## src/rtl/hazard_scoreboard.sv

```systemverilog
// Purpose: register-indexed ID-stage hazard scoreboard. Each entry counts down the cycles until
//          its pending result is readable by ID. Stall and per-operand cause are combinational
//          from the entries. A saturating stall-cycle counter serves performance monitoring.
// Latency: stall/stall_rs/stall_rt are combinational. Entries and stall_count update on the rising clk edge.
// Backpressure: a stalled ID instruction does not issue and leaves the scoreboard untouched.
//          id_flush suppresses both stall and issue.
// Build option: define HAZARD_FWD_EN when EX/MEM forwarding exists. Loads then use LOAD_USE_LAT
//          and other writes use latency 0. Otherwise every write uses WB_DIST.
// Ports: clk, rst_n (async active-low); id_* describe the ID-stage instruction;
//        stall, stall_rs, stall_rt, stall_count are the outputs.
module hazard_scoreboard #(
    parameter int REG_AW       = 5,
    parameter int WB_DIST      = 2,
    parameter int LOAD_USE_LAT = 1,
    parameter int LAT_W        = 3,
    parameter int STALL_CNT_W  = 16
) (
    input  logic                   clk,
    input  logic                   rst_n,
    input  logic                   id_valid,
    input  logic                   id_flush,
    input  logic [REG_AW-1:0]      id_rs,
    input  logic [REG_AW-1:0]      id_rt,
    input  logic                   id_rt_used,
    input  logic [REG_AW-1:0]      id_rd,
    input  logic                   id_wr_en,
    input  logic                   id_is_load,
    output logic                   stall,
    output logic                   stall_rs,
    output logic                   stall_rt,
    output logic [STALL_CNT_W-1:0] stall_count
);

    localparam int NREG = 1 << REG_AW;

    logic [LAT_W-1:0] cnt [NREG];
    logic             issue;
    logic [LAT_W-1:0] issue_lat;
    logic             id_live;

    // A flushed or bubble slot can neither stall nor issue.
    assign id_live = id_valid & ~id_flush;

    always_comb begin
        stall_rs = id_live & (id_rs != '0) & (cnt[id_rs] != '0);
        stall_rt = id_live & id_rt_used & (id_rt != '0) & (cnt[id_rt] != '0);
        stall    = stall_rs | stall_rt;
        // Writes to $0 are discarded so that $0 never becomes pending.
        issue    = id_live & ~stall & id_wr_en & (id_rd != '0);
    end

`ifdef HAZARD_FWD_EN
    // ALU results are forwarded in time; only load data arrives late.
    assign issue_lat = id_is_load ? LAT_W'(LOAD_USE_LAT) : '0;
`else
    // Without forwarding, every result must go through the register file.
    logic unused_is_load;
    assign unused_is_load = id_is_load;
    assign issue_lat      = LAT_W'(WB_DIST);
`endif

    // A fresh issue overrides any pending count on the same register (WAW).
    // In-order issue means the younger latency is the one later readers depend on.
    always_ff @(posedge clk or negedge rst_n) begin
        if (!rst_n) begin
            for (int i = 0; i < NREG; i++) begin
                cnt[i] <= '0;
            end
        end else begin
            for (int i = 0; i < NREG; i++) begin
                if (issue && (id_rd == REG_AW'(i))) begin
                    cnt[i] <= issue_lat;
                end else if (cnt[i] != '0) begin
                    cnt[i] <= cnt[i] - LAT_W'(1);
                end
            end
        end
    end

    always_ff @(posedge clk or negedge rst_n) begin
        if (!rst_n) begin
            stall_count <= '0;
        end else if (stall && (stall_count != '1)) begin
            stall_count <= stall_count + STALL_CNT_W'(1);
        end
    end

endmodule

```

## config.mk

```make
export PLATFORM = sky130hd
export DESIGN_NAME = hazard_scoreboard
export DESIGN_NICKNAME = d
export VERILOG_FILES = /design/src/rtl/hazard_scoreboard.sv
export SDC_FILE = /design/constraint.sdc
export NUM_CORES = 1
export LEC_CHECK = 0
export CAP_MARGIN = 20
export CORE_ASPECT_RATIO = 0.5
export CORE_MARGIN = 3
export CORE_UTILIZATION = 30
export CTS_BUF_LIST = sky130_fd_sc_hd__clkbuf_4 sky130_fd_sc_hd__clkbuf_8
export DETAILED_ROUTE_END_ITERATION = 10
export GPL_ROUTABILITY_DRIVEN = 0
export PLACE_DENSITY = 0.58
export SYNTH_ARGS = -nofsm -noshare
export SYNTH_HDL_FRONTEND = slang
export SYNTH_SLANG_ARGS = --single-unit
export TNS_END_PERCENT = 1
```

## constraint.sdc

```tcl
create_clock -name clk -period 6.3 [get_ports clk]
set_input_delay 1.26 -clock clk [delete_from_list [all_inputs] [get_ports clk]]
set_output_delay 1.26 -clock clk [all_outputs]
set_load 0.01 [all_outputs]
```

# Yosys cells after proc, flatten, opt, wreduce, memory -nomap -nowiden
# Index checks and enable logic that the tools add are counted.
[word_totals]
reg_bits = 112
in_bits = 22
wordCells = 287
[op_classes]
add_sub_neg = 33
magnitude_cmp = 2
eq_ne = 32
n_mux = 70
bitwise = 14
reduce_logical = 103
[op_table]
columns = ["cell", "count"]
rows = [
  ["$mux W3", 68],
  ["$reduce_bool A3 Y1", 34],
  ["$sub A3 B1 Y3 const B", 32],
  ["$eq A5 B5 Y1 const B", 16],
  ["$reduce_bool A2 Y1", 32],
  ["$eq A5 B4 Y1 const B", 8],
  ["$logic_and A1 B1 Y1", 33],
  ["$bmux W3 S5", 2],
  ["$eq A5 B3 Y1 const B", 4],
  ["$add A16 B1 Y16 const B", 1],
  ["$ne A16 B16 Y1 const B", 1],
  ["$reduce_bool A5 Y1", 3],
  ["$ge A6 B6 Y1 const B", 2],
  ["$not A5 Y6", 2],
  ["$eq A5 B2 Y1 const B", 2],
  ["$and A1 B1 Y1", 9],
  ["$eq A5 B1 Y1 const B", 1],
  ["$logic_not A5 Y1", 1],
  ["$not A1 Y1", 2],
  ["$or A1 B1 Y1", 1],
]

# Logic depth before layout (Yosys ltp)
# Gate-level depths: netlist (run 1).
[logic_depth]
word_depth = 13
depth_mapped = 12

# Worst setup path before layout (run 1)
# OpenSTA, ideal clock, no wires.
[synth_path]
path_kind = "input -> output"
start = "input id_rt[2]"
end = "output stall"
arrival_time_ns = 2.772
path_slack_ns = 2.268
cell_stages = 7
n_path_buf = 1
cell_sequence = "buf_2 -> mux4_2 -> nor3b_1 -> a211oi_2 -> nor4b_4 -> nor2_4 -> inv_2"
[synth_between]
elab_chain_cells = 7
word_cells_on_any_way = 9
[synth_lines]
columns = ["element", "line", "text"]
rows = [
  ["start: declaration", "23", "input logic [REG_AW-1:0] id_rt,"],
  ["$not A5 Y6 (not written as such)", "46", "stall_rt = id_live & id_rt_used & (id_rt != '0) & (cnt[id_rt] != '0);"],
  ["$bmux W3 S5", "46", ""],
  ["$mux W3 (not written as such) (2 in series)", "46", ""],
  ["$reduce_bool A3 Y1", "46", ""],
  ["$and A1 B1 Y1 *", "46", ""],
  ["named net stall_rt", "30", "output logic stall_rt,"],
  ["$or A1 B1 Y1 *", "47", "stall = stall_rs | stall_rt;"],
  ["end: declaration", "28", "output logic stall,"],
]
# The timed path passes the listed nets; every way through them passes the cells marked *. The select of a mux whose other input is x is not followed.

# Final worst setup path (run 1)
[layout_path]
start = "input id_rs[0]"
end = "output stall"
[layout_between]
elab_chain_cells = 7
word_cells_on_any_way = 9
[layout_lines]
columns = ["element", "line", "text"]
rows = [
  ["start: declaration", "22", "input logic [REG_AW-1:0] id_rs,"],
  ["$not A5 Y6 (not written as such)", "45", "stall_rs = id_live & (id_rs != '0) & (cnt[id_rs] != '0);"],
  ["$bmux W3 S5", "45", ""],
  ["$mux W3 (not written as such) (2 in series)", "45", ""],
  ["$reduce_bool A3 Y1", "45", ""],
  ["$and A1 B1 Y1 *", "45", ""],
  ["$or A1 B1 Y1 *", "47", ""],
]
# Every way passes the cells marked *; elsewhere a longest branch is shown, timed or not. The select of a mux whose other input is x is not followed.

==> results.md, run 1 <==
* Number of antenna violations at the first check in global routing at 0
* Stages on worst setup path at 10
* Async set or reset register ratio after synthesis at 100%
* Crit start category: input pin
* Cts hold-fix bufs at 0
* Die Y at 114 um
* Cell accounting for the most synthesized area: dfrtp_1
* Vias at 5434
* Nets at 878
* Max IR drop VDD at 0.162 mV
* Power Total at 3780 uW
* Synthesized Nets at 840
* Final hold violation count at 0
* Cell Area, Synth at 0.00706 mm2
* Pins over their slew limit at 0
* All-Layer GR Usage at 13.4%
* Tmin final at 5.39 ns
* Worst EP arrival at 4.13 ns
* Clk_skew at about 0.013 ns
* Clk root buf: clkbuf_8
* Core area at roughly 0.022 mm2
* Final Cycle Share at 85.6%
* Slew at the pin closest to its max-slew limit at about 0.93 ns
* Row cnt at 38
* Most frequent cells after synthesis: dfrtp_1 (112), nor2_1 (106), inv_1 (103)
* Syn Area/Cell at 9.37 um2
* Lkg Pwr at 0.00388 uW
* Critical path buffer and inverter count at 4
* Drt first pass iters at 4
* Top cells by area, synth: dfrtp_1 (40%), ha_1 (12%), nor2_1 (5.6%)
* Synth top area share at around two fifths
* Crit-path max cell delay at 0.72 ns
* Largest delay contributor family on the critical path: buffers and inverters
* Initial Utilization at about a third
* CP cell instances: clkdlybuf4s50_1 > buf_4 > nor4_1 > a2111oi_0 > nor4b_1 > a31oi_1 > o211a_1 > nor2_4 > inv_2 > clkdlybuf4s50_1
* Wirelength, routed at 16.4 mm
* Distinct cells, synth at 55
* Clock Sinks at about 110
* Critical path endpoint category: primary output
* Pwr dens at 473 mW/mm2
* CTS buffer count at 9
* Count leader, synth: dfrtp_1
* Outcome: complete, no violations
* Initial DRC Count at 339
* Post-synth top flop: dfrtp_1
* Placed wire-length estimate at 12.4 mm
* H-tree depth at 3
* First-pass GRT wire length at 27.7 mm
* CP required at 5.04 ns
* # Max-Cap Violations at 0
* Final Setup Violations at 0
* Die width at 223 um
* Yosys reg bits at ~110
* Hold Path Depth at 1
* Number of I/O port buffers at 39
* Synth Instances at 753
* GR Overflow Total at 0
* Final ANT Viol Nets at 0
* Post-DR vias/cell at 4.96
* Ports at 41
* CP dominant cell by count: clkdlybuf4s50_1
* Cts repair resizes at 0
* Drt drc at 0
* DR WL/cell at 15.0 um
* Setup Buffers After CTS at 0
* TNS Setup at 0 ns
* Number of global-route vias before repair at 5422
* Worst-skew pair later-pin latency at about 0.39 ns
* Crit path max fanout at 14
* Fmax at 185 MHz
* CTS tree: done
* Area grow syn2layout at 13.4%
* Sequential area share after synthesis at around two fifths
* Clock slew at reported path FFs at ~0.12 ns
* Pin count of the biggest net entering global routing at 58
* Layout cell share with drive strength beyond 1 at under 10%
* Slew margin rel. at 37.4%
* Yosys warning total at 0
* Core Util, Final at roughly 36%
* Die footprint at 0.0255 mm2
* Critical path class: in2out
* N_diodes at 0
* EDFF count, synth at 0
* RSZ-0062 raised after global routing: no
* R2R depth at 9
* Hold crit path type: reg2reg
* Clock Path Buffers at 2
* Slowest cell on crit path: clkdlybuf4s50_1
through the flow:
stage          std cells  cell area, um2  hold slack [ns]  worst slack (ns)
2_1_floorplan        753            7060            0.481              2.27
3_3_place_gp        1080            7780            0.484             0.921
3_5_place_dp        1080            7780            0.489             0.938
4_1_cts             1096            8000            0.511             0.904
5_1_grt             1096            8000            0.533             0.791
6_report            1096            8000            0.507             0.909
flip-flops by register name (all words and copies together) (netlist names):
register / flops
cnt: 96
stall_count: 16
logic make-up (layout without fill, tap and decap cells):
family                   after synthesis  in the layout  share of synthesized area (%)
multiplexers                          28             28                           5.62
AO/OA/AOI/OAI                        139            139                           12.4
flip-flops                           112            112                           39.7
XOR/XNOR                              47             47                           5.83
adder cells (fa/ha/maj)               65             65                           11.5
buffers and inverters                126            169                           7.14
AND/OR/NAND/NOR                      236            236                           17.7
worst paths after layout:
kind / start / slack [ns] / endpoint
max reg2reg: cnt[62] / 3.14 / cnt[64]
min in group asynchronous: rst_n / 0.91 / stall_count[13]
max: id_rs[0] / 0.91 / stall
max in group asynchronous: rst_n / 4.16 / cnt[29]
min: stall_count[4] / 0.51 / stall_count[4]
min reg2reg: stall_count[4] / 0.51 / stall_count[4]
power by group:
part	total, uW	switching (uW)	internal (uW)
Clock	492	263	229
Sequential	1410	319	1090
Combinational	1880	976	904
Total	3780	1560	2220
cells in the final DEF, fill, tap and decap left out, types with 15 or more instances in the layout:
| master | instances |
|---|---|
| nor4_1 | 17 |
| inv_1 | 103 |
| nor3_1 | 26 |
| ha_1 | 65 |
| mux2i_1 | 16 |
| nor2_1 | 106 |
| a21o_1 | 15 |
| dfrtp_1 | 112 |
| xor2_1 | 44 |
| nand2_1 | 18 |
| a21oi_1 | 69 |
| clkdlybuf4s50_1 | 38 |
layer usage:
layer,share of wire (%),global-route usage (%),up-vias
li1,-,-,2693
met1,47,17.6,2660
met2,48,22.8,63
met3,3.1,2.43,18
met4,1.8,4.23,0
met5,0,0,-
final cells by class:
| cell class | instances | area, um2 |
|---|---|---|
| fillers | 2270 | 14400 |
| multi-input cells | 515 | 3750 |
| flip-flops and latches | 112 | 2800 |
| repair buffers | 48 | 455 |
| inverters | 105 | 394 |
| well taps | 300 | 375 |
| clock buffers | 9 | 124 |
| clock inverters | 7 | 101 |
No activity file was read; power rests on OpenSTA's default activity.
==> inputs of run 2 (changes only) <==
--- a/config.mk
+++ b/config.mk
@@ -11,3 +11,2 @@
 export CORE_UTILIZATION = 30
-export CTS_BUF_LIST = sky130_fd_sc_hd__clkbuf_4 sky130_fd_sc_hd__clkbuf_8
 export DETAILED_ROUTE_END_ITERATION = 10
--- a/constraint.sdc
+++ b/constraint.sdc
@@ -3,2 +3,2 @@
 set_output_delay 1.26 -clock clk [all_outputs]
-set_load 0.01 [all_outputs]
+set_load 0.05 [all_outputs]
==> run 2 against run 1 <==
- combinational power increased by 5%
- setup slack worse by 0.32 ns
- die area is the same
- largest cell class unchanged
- sequential cell count unchanged
- largest power group unchanged
- final cell count stayed put
==> results.md, run 2 (synthesized netlist as in run 1, its figures left out) <==
* RSZ-0062 raised after global routing: no (unchanged)
* Die width at 223 um (unchanged)
* Final Cycle Share at 90.6% (was 85.6%)
* Nets at 878 (unchanged)
* Worst EP arrival at 4.45 ns (was 4.13 ns)
* Max reg flops at 96 (unchanged)
* Final ANT Viol Nets at 0 (unchanged)
* CP required at 5.04 ns (about the same)
* Setup Buffers After CTS at 0 (unchanged)
* Pin count of the biggest net entering global routing at 64 (was 58)
* Wirelength, routed at 16.6 mm (was 16.4 mm)
* Clk_skew at 0.00951 ns (was 0.0133 ns)
* Drt first pass iters at 4 (unchanged)
* GR Overflow Total at 0 (unchanged)
* Hold WS at 0.490 ns (was 0.507 ns)
* Row cnt at 38 (unchanged)
* Biggest register: cnt (unchanged)
* Placed wire-length estimate at 12.5 mm (was 12.4 mm)
* Slew at the pin closest to its max-slew limit at 0.896 ns (was 0.931 ns)
* Clock slew at reported path FFs at 0.08 ns (was 0.12 ns)
* Cts repair resizes at 0 (unchanged)
* Clk root buf: clkbuf_16 (was clkbuf_8)
* Worst setup path end: stall_rt (was stall)
* Crit start category: input pin (unchanged)
* Worst-skew pair later-pin latency at 0.36 ns (was 0.39 ns)
* R2R Path End: cnt[64] (unchanged)
* First-pass GRT wire length at 28.1 mm (was 27.7 mm)
* Cts hold-fix bufs at 0 (unchanged)
* Number of I/O port buffers at 39 (unchanged)
* Layout cell share with drive strength beyond 1 at 6.78% (was 6.66%)
* R2R depth at 8 (was 9)
* CTS buffer count at 9 (unchanged)
* Hold crit path type: reg2reg (unchanged)
* Crit path max fanout at 14 (unchanged)
* Core area at 0.0224 mm2 (unchanged)
* Die footprint at 0.0255 mm2 (unchanged)
* Most frequent cells in the layout: dfrtp_1 (112), nor2_1 (106), inv_1 (103), a21oi_1 (69), ha_1 (65) (unchanged)
* Finished Layout Cells at 1096 (unchanged)
* N_diodes at 0 (unchanged)
* Worst reg-to-reg setup slack at 3.15 ns (was 3.14 ns)
* Initial Utilization at 31.5% (unchanged)
* Vias at 5385 (was 5434)
* Pins over their slew limit at 0 (unchanged)
* Tmin final at 5.71 ns (was 5.39 ns)
* H-tree depth at 3 (unchanged)
* Die Y at 114 um (unchanged)
* Pwr dens at 500 mW/mm2 (was 473 mW/mm2)
* Outcome: complete, no violations (unchanged)
* # Max-Cap Violations at 0 (unchanged)
* All-Layer GR Usage at 13.7% (was 13.4%)
* Number of global-route vias before repair at 5519 (was 5422)
* Clock Sinks at 112 (unchanged)
* Number of antenna violations at the first check in global routing at 0 (unchanged)
* Multi-input logic area at 0.00375 mm2 (unchanged)
* Area grow syn2layout at 15.2% (was 13.4%)
* Final Setup Violations at 0 (unchanged)
* Lkg Pwr at 0.00394 uW (was 0.00388 uW)
* Ports at 41 (unchanged)
* Critical R2R Launch: cnt[2] (was cnt[62])
* Fillers at 2211 (was 2270)
* Final hold violation count at 0 (unchanged)
* CTS tree: done (unchanged)
* Initial DRC Count at 356 (was 339)
* Slew margin rel. at 40.0% (was 37.4%)
* Drt drc at 0 (unchanged)
* Critical path endpoint category: primary output (unchanged)
* Most common cell after layout, fill and taps aside: dfrtp_1 (unchanged)
* Clock Path Buffers at 2 (unchanged)
* TNS Setup at 0 ns (unchanged)
* Max IR drop VDD at 0.180 mV (was 0.162 mV)
* Post-DR vias/cell at 4.91 (was 4.96)
* DR WL/cell at 15.1 um (was 15.0 um)
* Worst Setup SP: id_rt[1] (was id_rs[0])
* Largest registers: cnt (96), stall_count (16) (unchanged)
* Critical path class: in2out (unchanged)
* Fmax at 175 MHz (was 185 MHz)
* Placed instance count at 1080 (unchanged)
* Register area at 0.00280 mm2 (unchanged)
-- run 2: metal layers --
layer / track usage (%) / wire length (um) / up-vias
li1: - / - / 2685
met2: 24.0 / 7950 / 54
met5: 0 / 0 / -
met4: 4.06 / 182 / 0
met1: 17.6 / 8000 / 2635
met3: 2.25 / 466 / 11
-- run 2: area by class of cell --
class                   instances  share of cell area [%]
well taps                     300                    4.62
clock inverters                 6                    1.42
repair buffers                 48                    5.54
clock buffers                  10                    2.94
flip-flops and latches        112                    34.5
inverters                     105                    4.85
multi-input cells             515                    46.2
-- run 2: stage by stage --
step	setup WS (ns)	power (uW)	cell area, um2	utilization (%)
3_3_place_gp	0.614	3290	7770	34.7
4_1_cts	0.608	4110	8130	36.3
2_1_floorplan	1.77	2920	7060	-
3_5_place_dp	0.608	3420	7770	34.7
5_1_grt	0.354	4510	8130	36.3
6_report	0.591	4070	8130	36.3
-- run 2: worst min path at each step --
stage	startpoint	end	cells after the start
floorplan	cnt[93]	cnt[93]	1
global placement	stall_count[14]	stall_count[14]	1
detailed placement	stall_count[14]	stall_count[14]	1
CTS	stall_count[14]	stall_count[14]	1
global route	stall_count[14]	stall_count[14]	1
finish	stall_count[14]	stall_count[14]	1
-- run 2: report_power, final --
part / internal [uW] / switching (uW) / leakage, uW
Combinational: 904 / 1070 / 0.00243
Clock: 402 / 276 / 0.000169
Sequential: 1090 / 319 / 0.00134
-- run 2: worst max-delay path, stage by stage --
cell	delay, ns
clkdlybuf4s50_1	0.89
buf_4	0.33
nor4_1	0.07
a2111oi_0	0.41
a2111o_1	0.19
a211oi_2	0.06
nor4b_4	0.35
clkdlybuf4s50_1	0.88
==> inputs of run 3 (changes only) <==
- CORE_MARGIN: 3 -> 2
- CORE_UTILIZATION: 30 -> 65
- PLACE_DENSITY: 0.58 -> 0.95
==> run 3 against run 2 <==
- setup slack better by 0.032 ns
- clock skew decreased by 0.0014 ns
- die area is 54% lower
- clock power shrank 16%
- final cell count fell by 15%
- non-clock buffer count stayed put
- sequential power is essentially flat
- sequential cell count unchanged
- combinational power grew 7%
- via count is 11% higher
- critical path type unchanged
- critical endpoint unchanged
==> results.md, run 3 (synthesized netlist as in run 1, its figures left out) <==
* CTS buffer count at 9 (unchanged)
* Hold crit path type: reg2reg (unchanged)
* Gr busiest metal: met2 (unchanged)
* Number of antenna violations at the first check in global routing at 0 (unchanged)
* Clock slew at reported path FFs at 0.06 ns (was 0.08 ns)
* Clock Path Buffers at 2 (unchanged)
* Slew at the pin closest to its max-slew limit at 0.901 ns (was 0.896 ns)
* Critical path buffer and inverter count at 3 (unchanged)
* Number of global-route vias before repair at 5993 (was 5519)
* Met3 Use GR at 6.29% (was 2.25%)
* Worst-skew pair later-pin latency at 0.36 ns (about the same)
* Area grow syn2layout at 11.4% (was 15.2%)
* # Max-Cap Violations at 0 (unchanged)
* Most frequent cells in the layout: dfrtp_1 (112), nor2_1 (106), inv_1 (103), a21oi_1 (69), ha_1 (65) (unchanged)
* Final hold violation count at 0 (unchanged)
* Fillers at 634 (was 2211)
* TNS Setup at 0 ns (unchanged)
* Max IR drop VDD at 0.312 mV (was 0.180 mV)
* Crit path max fanout at 12 (was 14)
* Crit-path max cell delay at 0.89 ns (about the same)
* Die footprint at 0.0118 mm2 (was 0.0255 mm2)
* N_diodes at 0 (unchanged)
* Post-DR vias/cell at 6.37 (was 4.91)
* Setup Slack @ Placement at 0.712 ns (was 0.608 ns)
* H-tree depth at 3 (unchanged)
* Cts repair resizes at 0 (unchanged)
* Pins over their slew limit at 0 (unchanged)
* Ports at 41 (unchanged)
* Nets at 878 (unchanged)
* CP cell instances: clkdlybuf4s50_1 > buf_4 > nor2_1 > a32oi_1 > mux4_2 > nor3b_2 > nor4b_4 > clkdlybuf4s50_1 (was clkdlybuf4s50_1 > buf_4 > nor4_1 > a2111oi_0 > a2111o_1 > a211oi_2 > nor4b_4 > clkdlybuf4s50_1)
* Die width at 151 um (was 223 um)
* Initial Utilization at 68.0% (was 31.5%)
* Cts hold-fix bufs at 0 (unchanged)
* Met2 Use GR at 52.0% (was 24.0%)
* GR Overflow Total at 0 (unchanged)
* Clk_skew at 0.00814 ns (was 0.00951 ns)
* Final ANT Viol Nets at 0 (unchanged)
* Largest registers: cnt (96), stall_count (16) (unchanged)
* Clock Sinks at 112 (unchanged)
* First-pass GRT wire length at 28.1 mm (about the same)
* Fmax at 176 MHz (was 175 MHz)
* Met1 Use GR at 38.9% (was 17.6%)
* Clk root buf: clkbuf_16 (unchanged)
* RSZ-0062 raised after global routing: no (unchanged)
* Row cnt at 26 (was 38)
* Core area at 0.0104 mm2 (was 0.0224 mm2)
* Biggest register: cnt (unchanged)
* CP required at 5.04 ns (about the same)
* Final Cycle Share at 90.1% (was 90.6%)
* Slowest cell on crit path: clkdlybuf4s50_1 (unchanged)
* DR WL/cell at 18.1 um (was 15.1 um)
* Most common cell after layout, fill and taps aside: dfrtp_1 (unchanged)
* Number of I/O port buffers at 39 (unchanged)
* Layout cell share with drive strength beyond 1 at 6.53% (was 6.78%)
* Setup Buffers After CTS at 0 (unchanged)
* Worst EP arrival at 4.42 ns (was 4.45 ns)
* Die Y at 77.7 um (was 114 um)
* Largest delay contributor family on the critical path: buffers and inverters (unchanged)
* Critical path endpoint category: primary output (unchanged)
* Final Setup Violations at 0 (unchanged)
* Critical path class: in2out (unchanged)
* Initial DRC Count at 797 (was 356)
* Crit start category: input pin (unchanged)
* Slew margin rel. at 39.7% (was 40.0%)
* All-Layer GR Usage at 30.4% (was 13.7%)
* Vias at 5965 (was 5385)
* Drt first pass iters at 6 (was 4)
* Tmin final at 5.68 ns (was 5.71 ns)
* Drt drc at 0 (unchanged)
* Pin count of the biggest net entering global routing at 73 (was 64)
* CTS tree: done (unchanged)
* Lkg Pwr at 0.00391 uW (was 0.00394 uW)
* Post-route worst setup slack at 0.623 ns (was 0.591 ns)
* Wirelength, routed at 16.9 mm (was 16.6 mm)
* Pwr dens at 523 mW/mm2 (was 500 mW/mm2)
* Outcome: complete, no violations (unchanged)
* CP dominant cell by count: clkdlybuf4s50_1 (unchanged)
* Max reg flops at 96 (unchanged)
* Placed wire-length estimate at 11.9 mm (was 12.5 mm)
==> run 3: report_power, final <==
part | switching, uW | total, uW | internal [uW] | leakage, uW
combinational | 1190 | 2110 | 919 | 0.00243
sequential | 339 | 1430 | 1090 | 0.00134
clock | 263 | 572 | 309 | 0.000140
total | 1790 | 4110 | 2320 | 0.00391
==> run 3: layer usage <==
| metal | share of wire [%] | wire length (um) |
|---|---|---|
| met1 | 41 | 6930 |
| met2 | 47 | 8040 |
| met3 | 8.6 | 1460 |
| met4 | 2.9 | 498 |
| met5 | 0 | 0 |
==> run 3: worst register-to-register path: cells and delay by family (launching register included) <==
family	cells	cell delay, ns
AOI/OAI and AO/OA	4	0.84
buffers and inverters	1	0.08
DFF	1	0.41
and+or+nand+nor	4	1.63
==> run 3: final cells by class <==
| cell class | count | area (um2) | area share [%] |
|---|---|---|---|
| flip-flops and latches | 112 | 2800 | 35.6 |
| well taps | 140 | 175 | 2.23 |
| clock inverters | 5 | 56.3 | 0.716 |
| repair buffers | 48 | 453 | 5.76 |
| multi-input cells | 515 | 3750 | 47.7 |
| inverters | 105 | 394 | 5.01 |
| clock buffers | 11 | 233 | 2.96 |
==> run 3: path summary, 6_finish.rpt <==
check	start	end	slack, ns	depth (start not counted)
hold reg to reg	stall_count[8]	stall_count[8]	0.51	1
min in group asynchronous	rst_n	stall_count[3]	1.02	1
setup / recovery	id_rt[1]	stall_rt	0.62	8
max in group asynchronous	rst_n	cnt[23]	4.18	2
hold / removal	stall_count[8]	stall_count[8]	0.51	1
setup reg to reg	cnt[84]	cnt[57]	3.17	9
==> run 3: metrics by stage <==
step	cell area [um2]	utilization [%]	power [uW]	hold slack [ns]	std cells
after floorplan	7060	-	2920	0.481	753
after global placement	7570	72.9	3230	0.473	919
after detailed placement	7570	72.9	3450	0.489	919
after CTS	7860	75.7	4080	0.506	935
after global routing	7870	75.8	4440	0.518	936
final	7870	75.8	4110	0.505	936
